--- src/rtl/rvsteel_run_controller.sv ---
`default_nettype none
// ============================================================================
// Module  : rvsteel_run_controller
// Brief   : Sequences SoC reset, watches the bus for a tohost halt write,
//           runs a cycle watchdog and reports pass/fail/timeout.
//           Optional: RVSTEEL_RUN_CONTROLLER_AUTOSTART_EN (start once after reset).
// Revision: 1.0 - initial release
// ============================================================================
module rvsteel_run_controller #(
    parameter int          RESET_CYCLES   = 10,
    parameter int          TIMEOUT_CYCLES = 50000,
    parameter logic [31:0] HALT_ADDRESS   = 32'h0000_1ffc,
    parameter int          COUNT_WIDTH    = 32
) (
    input  logic                   clock,
    input  logic                   reset,
    input  logic                   start,
    output logic                   dut_reset,
    input  logic                   write_request,
    input  logic [31:0]            write_address,
    input  logic [31:0]            write_data,
    input  logic [3:0]             write_strobe,
    output logic                   busy,
    output logic                   done,
    output logic                   pass,
    output logic                   timeout,
    output logic [31:0]            fail_code,
    output logic [COUNT_WIDTH-1:0] cycle_count
);

    typedef enum logic [1:0] {
        IDLE = 2'd0,
        HOLD = 2'd1,
        RUN  = 2'd2,
        DONE = 2'd3
    } state_t;

    localparam int HOLD_WIDTH     = $clog2(RESET_CYCLES + 1);
    localparam int WATCHDOG_WIDTH = $clog2(TIMEOUT_CYCLES);
    localparam logic [HOLD_WIDTH-1:0]     HOLD_LAST     = HOLD_WIDTH'(RESET_CYCLES);
    localparam logic [WATCHDOG_WIDTH-1:0] WATCHDOG_LAST = WATCHDOG_WIDTH'(TIMEOUT_CYCLES - 1);

    state_t                    state;
    state_t                    state_next;
    logic [HOLD_WIDTH-1:0]     hold_count;
    logic [WATCHDOG_WIDTH-1:0] watchdog;
    logic                      start_request;
    logic                      hold_done;
    logic                      halt;
    logic                      expire;

`ifdef RVSTEEL_RUN_CONTROLLER_AUTOSTART_EN
    // One-shot: high only for the first clock after reset release.
    logic auto_pending;

    always_ff @(posedge clock or negedge reset) begin
        if (!reset) begin
            auto_pending <= 1'b1;
        end else begin
            auto_pending <= 1'b0;
        end
    end

    assign start_request = start | auto_pending;
`else
    assign start_request = start;
`endif

    assign hold_done = (hold_count == HOLD_LAST);
    assign halt      = write_request && (write_address == HALT_ADDRESS)
                       && (write_strobe == 4'b1111);
    assign expire    = (watchdog == WATCHDOG_LAST);

    assign busy = (state == HOLD) || (state == RUN);
    assign done = (state == DONE);

    always_ff @(posedge clock or negedge reset) begin
        if (!reset) begin
            state <= IDLE;
        end else begin
            state <= state_next;
        end
    end

    always_comb begin
        state_next = state;
        case (state)
            IDLE, DONE: begin
                if (start_request) begin
                    state_next = HOLD;
                end
            end
            HOLD: begin
                if (hold_done) begin
                    state_next = RUN;
                end
            end
            RUN: begin
                if (halt || expire) begin
                    state_next = DONE;
                end
            end
            default: state_next = IDLE;
        endcase
    end

    // dut_reset tracks the next state so it drops exactly on the first RUN cycle.
    always_ff @(posedge clock or negedge reset) begin
        if (!reset) begin
            dut_reset   <= 1'b1;
            hold_count  <= '0;
            watchdog    <= '0;
            cycle_count <= '0;
            pass        <= 1'b0;
            timeout     <= 1'b0;
            fail_code   <= '0;
        end else begin
            dut_reset <= (state_next != RUN);
            case (state)
                IDLE, DONE: begin
                    if (start_request) begin
                        hold_count  <= '0;
                        watchdog    <= '0;
                        cycle_count <= '0;
                        pass        <= 1'b0;
                        timeout     <= 1'b0;
                        fail_code   <= '0;
                    end
                end
                HOLD: begin
                    if (!hold_done) begin
                        hold_count <= hold_count + 1'b1;
                    end
                end
                RUN: begin
                    if (cycle_count != {COUNT_WIDTH{1'b1}}) begin
                        cycle_count <= cycle_count + 1'b1;
                    end
                    if (!expire) begin
                        watchdog <= watchdog + 1'b1;
                    end
                    // A halt in the same cycle as watchdog expiry takes priority.
                    if (halt) begin
                        pass      <= (write_data == 32'd1);
                        fail_code <= (write_data == 32'd1) ? 32'd0 : {1'b0, write_data[31:1]};
                    end else if (expire) begin
                        timeout <= 1'b1;
                    end
                end
                default: ;
            endcase
        end
    end

endmodule
`default_nettype wire

--- config.mk ---
export PLATFORM = sky130hd
export DESIGN_NAME = rvsteel_run_controller
export DESIGN_NICKNAME = d
export VERILOG_FILES = /design/src/rtl/rvsteel_run_controller.sv
export SDC_FILE = /design/constraint.sdc
export NUM_CORES = 1
export LEC_CHECK = 0
export CAP_MARGIN = 0
export CELL_PAD_IN_SITES_DETAIL_PLACEMENT = 0
export CELL_PAD_IN_SITES_GLOBAL_PLACEMENT = 2
export CORE_ASPECT_RATIO = 2
export CORE_MARGIN = 10
export CORE_UTILIZATION = 25
export DETAILED_ROUTE_END_ITERATION = 12
export PLACE_DENSITY = 0.7
export REMOVE_ABC_BUFFERS = 1
export SYNTH_ARGS = -nofsm -noshare
export SYNTH_HDL_FRONTEND = slang
export SYNTH_SLANG_ARGS = --single-unit
--- constraint.sdc ---
create_clock -name clock -period 4.75 [get_ports clock]
set_input_delay 0.95 -clock clock [delete_from_list [all_inputs] [get_ports clock]]
set_output_delay 0.95 -clock clock [all_outputs]
set_load 0.05 [all_outputs]
==> impl_metrics.json <==
{
  "seqCellArea_um2": 2200,
  "portBuffers": 139,
  "clockPowerShare": 0.279,
  "grt_max_degree": 56,
  "cts_resized": 0,
  "die_x_um": 118,
  "std_cell_rows": 71,
  "rr_worst_depth": 7,
  "grt_overflow": 0,
  "slew_headroom": 0.304,
  "cp.arrival_ns": 2.31,
  "fin_crit_ns": 3.26,
  "drtIter0Drc": 143,
  "hp-start": "fail_code[17]",
  "dieArea_um2": 25400,
  "synth_area_um2": 4790,
  "async_flop_share": 1.00,
  "p_seq_frac": 0.349,
  "firstDrtPassIters": 4,
  "crit_type": "register to primary output",
  "via_per_inst": 5.09,
  "p_int_w": 0.00155,
  "critPathBufInv": 3,
  "start_kind": "register",
  "hold_viol": 0,
  "seq_area_frac_synth": 0.460,
  "fin_cells": 883,
  "cp_cell_sequence": "inv_1 > ha_1 > inv_1 > clkdlybuf4s50_1",
  "synth_cells": 496,
  "path_delay_family": "buffers and inverters",
  "diodes": 0,
  "num-fill-cells": 1987,
  "p_sw_w": 0.000988,
  "finClkSkew_ns": 0.00646,
  "critPathSlowestCell": "clkdlybuf4s50_1",
  "power_density_nw_per_um2": 377,
  "nNetsFinal": 702,
  "final_max_slew_viol_count": 0,
  "clkSlewWorstSetupHoldPaths_ns": 0.06,
  "crit_path_end_kind": "primary output",
  "synth.avg_cell_area_um2": 9.66,
  "post-route-drc-count": 0,
  "ys_ff_latch": 88,
  "worst_pin_slew_ns": 1.04,
  "dpl.cell_count": 867,
  "clk_latency_ns": 0.35,
  "ctsHoldBuffers": 0,
  "root_buffer": "clkbuf_16",
  "hp-class": "register to register",
  "ys_types": 64,
  "grt_usage": 0.132,
  "cts_inserted_buffers": 9,
  "antenna_left": 0,
  "final.setup.tns_ns": 0,
  "grt_pass1_wl_um": 27100,
  "min_period_over_period": 0.686,
  "start_util": 0.255,
  "layout-drive-gt1-share": 0.0653,
  "maxCapViolations": 0,
  "wl_per_cell_um": 19.1,
  "fp.coreArea_um2": 18800,
  "worstPathMaxFanout": 11,
  "finalSetupViolations": 0,
  "post_cts_buffers": 0,
  "rsz0062_at_grt": "false",
  "switching_share": 0.390,
  "crit_cells": 4,
  "p_leak_nw": 2.71,
  "yosys_warnings": 0,
  "routed_wl_um": 16900,
  "crit_end": "busy",
  "clockBufferDepth": 2,
  "cts_max_level": 3,
  "r2r-start": "state[0]",
  "clock_sinks": 88,
  "cts_tree": "yes",
  "comb_power_share": 0.371,
  "cp.required_ns": 3.80,
  "max_freq_ghz": 0.307,
  "fp.dieH_um": 216,
  "slowest_delay_ns": 0.82,
  "status": "complete, no violations",
  "synth_edf_count": 0,
  "ios": 141,
  "peakVddDrop_mv": 0.179,
  "multi_input_area_um2": 2450,
  "r2r_setup_slack_ns": 1.62,
  "num_vias": 4496,
  "syn_to_final_growth_pct": 40.4,
  "ys.flop_type": "dfrtp_1",
  "regToRegEndpoint": "cycle_count[8]",
  "antenna_found_initial": 0,
  "cp_common_cell": "inv_1",
  "place.gp.congestion": 0.778,
  "startpoint": "state[0]",
  "grt_pass1_vias": 4825,
  "hpwl_um": 12800
}
[per-layer routing]
layer	part of all wire	up-vias	global-route usage
met5	0	-	0
met4	0.018	0	0.0514
met3	0.073	15	0.0460
met2	0.54	143	0.243
met1	0.37	2209	0.132
li1	-	2129	-
[layout make-up]
cell class                 count  area share
clock buffer                  11      0.0376
clock inverter                 5     0.00576
inverter                       8     0.00446
multi-input combinational    371       0.364
sequential                    88       0.327
tap                          255      0.0474
timing repair buffer         145       0.213
[through the flow]
stage          utilization  setup slack (ns)  power [W]  hold slack, ns  area, um^2
2_1_floorplan            -             0.580    0.00147           0.496        4670
3_3_place_gp         0.342              1.48    0.00184           0.487        6440
3_5_place_dp         0.342              1.43    0.00186           0.492        6440
4_1_cts              0.357              1.46    0.00258           0.511        6730
5_1_grt              0.357              1.36    0.00271           0.532        6730
6_report             0.357              1.49    0.00253           0.509        6730
[power groups by stage]
stage | clock [W] | combinational, W | sequential (W)
floorplan | 0 | 0.000515 | 0.000957
global placement | 0 | 0.000945 | 0.000897
detailed placement | 0 | 0.000959 | 0.000899
CTS | 0.000732 | 0.000966 | 0.000885
global route | 0.000762 | 0.00105 | 0.000896
finish | 0.000708 | 0.000941 | 0.000885
[flip-flops by register name, indices dropped and copies added, names as in the netlist]
| name | cells |
|---|---|
| cycle_count | 32 |
| fail_code | 31 |
| watchdog | 16 |
| hold_count | 4 |
| state | 2 |
| dut_reset | 1 |
| pass | 1 |
| timeout | 1 |
[worst min-delay path by stage]
stage,cells after the start,to
3_5_place_dp,1,fail_code[17]
4_1_cts,1,fail_code[17]
2_1_floorplan,2,watchdog[15]
5_1_grt,1,fail_code[16]
6_report,1,fail_code[17]
3_3_place_gp,2,timeout
[cell families after synthesis]
logic type | synth area share
compound gates | 0.167
simple gates | 0.272
other cells | 0.000782
flops | 0.460
fa+ha+maj | 0.0183
xor+xnor | 0.0365
buf+inv | 0.0321
mux | 0.0133
[layout by cell type (no fill, tap or decap), types with 4 or more instances in the layout]
master           Yosys  routed
xor2_1               5       5
a21oi_1             14      14
nand3_1             28      28
nor3b_1              4       4
nor2b_1              4       4
ha_1                 7       7
clkbuf_16            0       9
nand2_1             42      42
nand4_1             15      15
or4_1                4       4
and4_1               8       8
o21ai_0             22      22
nor4b_1              5       5
nor4_1              19      19
nand2b_1             5       5
nor2_1              40      39
nor3_1              12      12
and3_1               7       7
or3_1                7       7
inv_1                8       8
a22o_1              32      32
buf_4                1       7
xnor2_1             15      15
o211ai_1             6       6
a31oi_1             10      10
clkdlybuf4s50_1      0     138
dfrtp_1             87      87
[cell usage after synthesis, types with 4 or more instances]
cell type	instances	area, um^2
a21oi_1	14	70.1
a22o_1	32	280
a31oi_1	10	62.6
and3_1	7	43.8
and4_1	8	70.1
buf_1	6	22.5
clkbuf_1	18	67.6
dfrtp_1	87	2180
ha_1	7	87.6
inv_1	8	30.0
nand2_1	42	158
nand2b_1	5	31.3
nand3_1	28	140
nand4_1	15	93.8
nor2_1	40	150
nor2b_1	4	25.0
nor3_1	12	60.1
nor3b_1	4	30.0
nor4_1	19	119
nor4b_1	5	43.8
o211ai_1	6	45.0
o21ai_0	22	110
or3_1	7	43.8
or4_1	4	30.0
xnor2_1	15	131
xor2_1	5	43.8
(Power assumes the default switching activity.)
